### config.mk
export PLATFORM = sky130hd
export DESIGN_NAME = ahb_region_slave
export DESIGN_NICKNAME = d
export VERILOG_FILES = /design/src/rtl/ahb_region_slave.sv
export SDC_FILE = /design/constraint.sdc
export NUM_CORES = 1
export LEC_CHECK = 0
export CORE_AREA = 2 2 97 99
export CTS_CLUSTER_SIZE = 30
export DETAILED_ROUTE_END_ITERATION = 8
export DIE_AREA = 0 0 99 101
export DONT_BUFFER_PORTS = 1
export REMOVE_ABC_BUFFERS = 1
export SLEW_MARGIN = 10
export SYNTH_ARGS = -nofsm -noshare
export SYNTH_HDL_FRONTEND = slang
export SYNTH_SLANG_ARGS = --single-unit
### constraint.sdc
create_clock -name hclk -period 4.1 [get_ports hclk]
set_input_delay 0.82 -clock hclk [delete_from_list [all_inputs] [get_ports hclk]]
set_output_delay 0.82 -clock hclk [all_outputs]
set_load 0.05 [all_outputs]
### src/rtl/ahb_region_slave.sv
// AHB-lite slave decoding up to 8 address regions onto a simple memory port, with RO/no-exec/alignment error responses.
// Writes complete in the cycle after the address phase, reads after RD_WAIT wait states, errors take two cycles; hready is the only stall.
module ahb_region_slave #(
    parameter int                         NUM_REGIONS   = 2,
    parameter logic [8*NUM_REGIONS-1:0]   REGION_BASE   = {8'hB0, 8'hA0},
    parameter logic [NUM_REGIONS-1:0]     REGION_RO     = 2'b01,
    parameter logic [NUM_REGIONS-1:0]     REGION_NOEXEC = 2'b01,
    parameter int                         RD_WAIT       = 1
) (
    input  logic                          hclk,
    input  logic                          hresetn,
    input  logic [31:0]                   haddr,
    input  logic [1:0]                    htrans,
    input  logic                          hwrite,
    input  logic [2:0]                    hsize,
    input  logic [3:0]                    hprot,
    input  logic [31:0]                   hwdata,
    output logic                          hready,
    output logic                          hresp,
    output logic [31:0]                   hrdata,
    output logic [NUM_REGIONS-1:0]        mem_sel,
    output logic                          mem_wr_en,
    output logic                          mem_rd_en,
    output logic [31:0]                   mem_addr,
    output logic [31:0]                   mem_wdata,
    output logic [3:0]                    mem_wstrb,
    input  logic [32*NUM_REGIONS-1:0]     mem_rdata
);

    typedef enum logic [2:0] {IDLE, WRITE, READ, ERR1, ERR2} state_t;

    localparam logic [3:0] RD_W = 4'(RD_WAIT);

    state_t                   state_q, state_d;
    logic [3:0]               cnt_q, cnt_d;
    logic [31:0]              addr_q, addr_d;
    logic [2:0]               size_q, size_d;
    logic [NUM_REGIONS-1:0]   sel_q, sel_d;

    logic [NUM_REGIONS-1:0]   hit_sel;
    logic                     accept;
    logic                     xfer_err;
    logic                     align_err;
    logic [3:0]               strb;
    logic [31:0]              rd_mux;

    assign accept = (htrans == 2'b10) || (htrans == 2'b11);

    // Scan from the top so the lowest matching region is the one left standing.
    always_comb begin
        hit_sel = '0;
        for (int i = NUM_REGIONS - 1; i >= 0; i--) begin
            if (haddr[31:24] == REGION_BASE[8*i +: 8]) begin
                hit_sel    = '0;
                hit_sel[i] = 1'b1;
            end
        end
        align_err = (hsize > 3'd2)
                 || ((hsize == 3'd1) && haddr[0])
                 || ((hsize == 3'd2) && (haddr[1:0] != 2'b00));
        xfer_err  = (hit_sel == '0)
                 || (hwrite && (|(hit_sel & REGION_RO)))
                 || (!hprot[0] && (|(hit_sel & REGION_NOEXEC)))
                 || align_err;
    end

    always_comb begin
        case (size_q)
            3'd0:    strb = 4'b0001 << addr_q[1:0];
            3'd1:    strb = 4'b0011 << addr_q[1:0];
            default: strb = 4'b1111;
        endcase
        rd_mux = '0;
        for (int i = 0; i < NUM_REGIONS; i++) begin
            if (sel_q[i]) begin
                rd_mux = rd_mux | mem_rdata[32*i +: 32];
            end
        end
    end

    always_comb begin
        state_d   = state_q;
        cnt_d     = cnt_q;
        addr_d    = addr_q;
        size_d    = size_q;
        sel_d     = sel_q;
        hready    = 1'b1;
        hresp     = 1'b0;
        hrdata    = '0;
        mem_sel   = '0;
        mem_wr_en = 1'b0;
        mem_rd_en = 1'b0;
        mem_addr  = '0;
        mem_wdata = '0;
        mem_wstrb = '0;

        case (state_q)
            WRITE: begin
                mem_sel   = sel_q;
                mem_addr  = addr_q;
                mem_wr_en = 1'b1;
                mem_wdata = hwdata;
                mem_wstrb = strb;
            end
            READ: begin
                mem_sel   = sel_q;
                mem_addr  = addr_q;
                mem_rd_en = (cnt_q == 4'd0);
                hready    = (cnt_q == RD_W);
                if (cnt_q == RD_W) begin
                    hrdata = rd_mux;
                end else begin
                    cnt_d = cnt_q + 4'd1;
                end
            end
            ERR1: begin
                hready  = 1'b0;
                hresp   = 1'b1;
                state_d = ERR2;
            end
            ERR2: begin
                hresp = 1'b1;
            end
            default: ;
        endcase

        // Every hready=1 cycle doubles as the next address phase.
        if (hready) begin
            cnt_d = 4'd0;
            if (accept) begin
                addr_d  = haddr;
                size_d  = hsize;
                sel_d   = hit_sel;
                state_d = xfer_err ? ERR1 : (hwrite ? WRITE : READ);
            end else begin
                sel_d   = '0;
                state_d = IDLE;
            end
        end
    end

    always_ff @(posedge hclk or negedge hresetn) begin
        if (!hresetn) begin
            state_q <= IDLE;
            cnt_q   <= '0;
            addr_q  <= '0;
            size_q  <= '0;
            sel_q   <= '0;
        end else begin
            state_q <= state_d;
            cnt_q   <= cnt_d;
            addr_q  <= addr_d;
            size_q  <= size_d;
            sel_q   <= sel_d;
        end
    end

endmodule

### Word-level counts from Yosys, hierarchy flattened

Cells that the tools add are included.
W data, S select, Z words.

* $add $sub $neg: 1
* multipliers: 0
* div/mod/pow operators: 0
* magnitude comparators: 1
* equal/unequal tests: 13
* shift operators: 2
* mux-type cells: 24
* bitwise operators: 1
* reductions and logical operators: 21

Operator list (number)
* $mux W32: 6
* $or A32 B32 Y32: 1
* $eq A8 B8 Y1 const B: 2
* $mux W4: 4
* $mux W2: 7
* $eq A3 B1 Y1 const B: 3
* $eq A3 B2 Y1 const B: 3
* $pmux W4 S2: 1
* $logic_or A1 B1 Y1: 6
* $mux W3: 2
* $reduce_bool A2 Y1: 3
* $add A4 B1 Y4 const B: 1
* $eq A2 B2 Y1 const B: 2
* $eq A4 B1 Y1 const B: 1
* $logic_and A1 B1 Y1: 4
* $logic_not A4 Y1: 1
* $reduce_and A2 Y1: 2
* $reduce_or A2 Y1: 2
* $shl A1 B2 Y4 const A: 1
* $shl A2 B2 Y4 const A: 1
* $eq A3 B3 Y1 const B: 1
* $gt A3 B2 Y1 const B: 1
* $logic_not A3 Y1: 1
* $mux W1: 3
* other kinds (4): 4

* bits in registers: 44
* latch bits: 0
* RAM bits: 0
* memory bits (read-only): 0
* bits of input ports: 140
* memories kept: 0

### Longest topological paths before layout

* depth in word-level cells: 10
* depth in mapped cells: 7
* mapped depth without buffers: 5

### Least setup slack after synthesis

No wires, ideal clock.

* path type: register to output
* start: register cnt_q[1]
* end: output hrdata[0]
* data arrival time: 1897 ps
* data required time: 3280 ps
* path slack: 1383 ps
* stages on the path, launching flop included: 7
* cells stage by stage: dfrtp_1 > inv_1 > ha_1 > nor3b_1 > nand2_1 > buf_2 > nor2_1

* longest elaborated chain between the ends: 3

RTL lines
* start, declared: RTL line 35 `logic [3:0] cnt_q, cnt_d;`
* start signal, assigned: RTL line 151 `cnt_q <= cnt_d;`
* $eq A4 B1 Y1: RTL line 110 `if (cnt_q == RD_W) begin`
* $mux W32: RTL line 110
* $mux W32: RTL line 97 `case (state_q)`
* end, declared: RTL line 20 `output logic [31:0] hrdata,`

No other way between the ends.

### Final worst setup path

* start: register state_q[0]
* end: output mem_wdata[21]

* longest elaborated chain between the ends: 2

RTL lines
* start, declared: RTL line 34 `state_t state_q, state_d;`
* start signal, assigned: RTL line 150 `state_q <= state_d;`
* $eq A3 B1 Y1: RTL line 97
* $mux W32: RTL line 97
* end, declared: RTL line 25 `output logic [31:0] mem_wdata,`

No other way between the ends.

==> key figures <==
Clock network
  • Buffer type at the clock tree root: clkbuf_8
  • Max Buffers Root-to-Sink: 2
  • Clock tree from TritonCTS: built
  • Hold-fix buffers, CTS: 0
  • CTS Buf Count: 5
  • Clock Latency Late Sink: slightly below 0.3 ns
  • Worst-path clk slew: ~0.08 ns
  • # H-tree levels: 2
  • # clock sinks: 44
  • Post CTS Setup Buffer Count: 0
  • Post_cts resized: 0

GRT
  • First-pass GRT wire length: 12.7 mm
  • Antenna violations before repair: 4
  • Overall Global Routing Usage: 0.164
  • GRT overflow: 0
  • Vias in the first global route: about 2.2k
  • Largest net degree at the start of global routing: 45

Synthesis
  • Post-Syn Area: 0.00278 mm^2
  • Synth cell types: 36
  • Fraction of registers with async set/reset: 1.00
  • EDFF count, synth: 0
  • Area leader, netlist: dfrtp_1
  • Synth cell count leaders: and2_1 (64), dfrtp_1 (44), nor2_1 (37)
  • Mean Syn Cell Area: 9.38 um^2
  • YS warnings: 0
  • Ranking of synthesized cells by area: dfrtp_1 (40%), mux2_2 (15%), and2_1 (14%), a22oi_1 (8.9%), nor2_1 (5.0%)
  • Yosys top cell area share: 0.396
  • Ys flop type: dfrtp_1
  • Register area share after synthesis: 0.396
  • Count leader, synth: and2_1
  • Post-synthesis cell count: 296
  • Seq cells post-synth: 44

Power
  • Combinational power share: 0.653
  • P_sw: 1.82 mW
  • Int Pwr: 1.19 mW
  • Sequential Power Share: 0.253
  • Switching part of the total: 0.604
  • Leakage power: 1.28 nW
  • Power per Cell Area: around 930 mW/mm^2
  • Peak VDD IR: 726 uV
  • Clk pwr share: 0.094

Critical path
  • CP required: 3.28 ns
  • Max incr delay on CP: 0.56 ns
  • CP cell instances: or3b_1 -> inv_1 -> and2_1
  • Critical Path Fanout Max: 33
  • Arr. time, crit path: 2.34 ns
  • Slowest-stage cell, CP: dfrtp_1
  • Setup CP Type: reg -> out
  • Critical Path Sink Type: primary output
  • Startpoint class of the critical path: flip-flop

Floorplanning
  • Core Rows: 35
  • Starting Density: 0.309
  • Die area: between 0.009 and 0.01 mm^2
  • Ports: 246
  • Die height: ~100 um
  • Core ar.: between 0.008 and 0.009 mm^2
  • Die X: around 99 um

Route
  • Number of iterations in the first detailed-routing pass: 5
  • Antenna-violating nets left: 0
  • # DRC: 0
  • Vias: 2359
  • Wire per inst: 20.6 um
  • Final wirelength: about 9.0 mm
  • 1st-iter DRT viols: 71
  • Vias per inst: 5.42

Timing
  • Tcrit/Tclk final: 0.771
  • Max-slew violations: 0
  • Worst slew pin tran: 1.05 ns
  • RSZ-0062 raised after global routing: no
  • Min Clock Period, post-route: 3.16 ns
  • Maximum clock rate: 316 MHz
  • Setup TNS: 0 ns
  • Final Hold Vio Count: 0
  • Slew headroom: 0.303
  • Final Setup Violations: 0
  • Final clock skew: slightly above 0.004 ns

Run status
  • Outcome: finished, final reports clean

Min path
  • HP Class: in -> async

Finish
  • Layout overhead on the synthesized area: 16.2%
  • # nets final: approximately 460
  • Final Core Density: 0.360
  • Layout cells sized above 1: 0.280

Place
  • Detailed Place HPWL: 7.36 mm
  • IO Port Bufs: 0
  • GPL Wtd Cong: 0.886

Run
  • Max_cap viols: 0
[placed cells by master (no fill, tap or decap), types with 2 or more instances in the layout]
cell type / synthesis / routed
inv_1: 7 / 7
o32ai_1: 2 / 2
nor3_2: 0 / 2
o21ai_0: 3 / 2
dfrtp_1: 44 / 44
buf_4: 0 / 39
or3_1: 4 / 4
nor3b_1: 2 / 2
nand2b_1: 3 / 3
ha_1: 3 / 3
a22oi_1: 33 / 33
clkinvlp_4: 0 / 2
o21ai_1: 2 / 2
clkbuf_8: 0 / 6
nand2_1: 7 / 7
nor2_1: 37 / 37
or2_2: 2 / 2
and2_1: 64 / 64
a21oi_1: 8 / 8
diode_2: 0 / 3
mux2_2: 36 / 36
[worst paths after layout]
kind	from	to	slack, ns	cells past startpoint
setup reg to reg	cnt_q[0]	addr_q[19]	1.87	5
setup / recovery	state_q[0]	mem_wdata[21]	0.94	3
max in group asynchronous	hresetn	addr_q[12]	3.78	0
hold / removal	hresetn	addr_q[13]	0.21	0
min in group hclk	addr_q[12]	addr_q[12]	0.50	1
hold reg to reg	addr_q[12]	addr_q[12]	0.50	1
[registers in the layout (all words and copies together) (netlist names)]
name,flops
addr_q,32
cnt_q,4
size_q,3
state_q,3
sel_q,2
[metrics by stage]
| step | cell area [um^2] | setup slack (ns) | hold WS, ns | power [mW] | cells |
|---|---|---|---|---|---|
| CTS | 3220 | 0.915 | 0.197 | 3.04 | 432 |
| finish | 3230 | 0.939 | 0.213 | 3.00 | 435 |
| global placement | 3120 | 1.28 | 0.480 | 2.72 | 424 |
| floorplan | 2670 | 1.05 | 0.471 | 2.51 | 274 |
| detailed placement | 3120 | 1.25 | 0.486 | 2.75 | 424 |
| global route | 3230 | 0.750 | 0.190 | 3.17 | 434 |
[layer usage]
metal,vias to the layer above,GRT usage,share of wire
met2,162,0.275,0.49
met5,-,0,0.0015
met4,2,0.0400,0.014
met1,1111,0.187,0.36
met3,10,0.0832,0.14
li1,1074,-,-
[critical path: cells and delay by family (launching register included)]
kind / cells / cell delay (ns)
buf+inv: 1 / 0.47
flops: 1 / 0.56
simple gates: 2 / 1.02
[area by class of cell]
type	count	area, um^2
Clock buffer	6	82.6
Inverter	7	26.3
Antenna cell	3	7.51
Fill cell	910	5750
Tap cell	111	139
Clock inverter	2	15.0
Multi-Input combinational cell	223	1560
Sequential cell	44	1100
Timing Repair Buffer	39	293
[logic make-up after synthesis]
group / share of synthesized area
adders and majority gates: 0.0135
buffers and inverters: 0.0482
and+or+nand+nor: 0.260
DFF: 0.396
xor gates and xnor gates: 0.00315
muxes: 0.146
AOI/OAI and AO/OA: 0.132
[power by group through the flow]
stage / registers, mW / clock network (mW) / logic, mW
4_1_cts: 0.763 / 0.295 / 1.98
6_report: 0.760 / 0.281 / 1.96
3_5_place_dp: 0.770 / 0 / 1.98
5_1_grt: 0.790 / 0.311 / 2.07
3_3_place_gp: 0.756 / 0 / 1.96
2_1_floorplan: 0.721 / 0 / 1.79
Power figures use the tool's default switching activity.
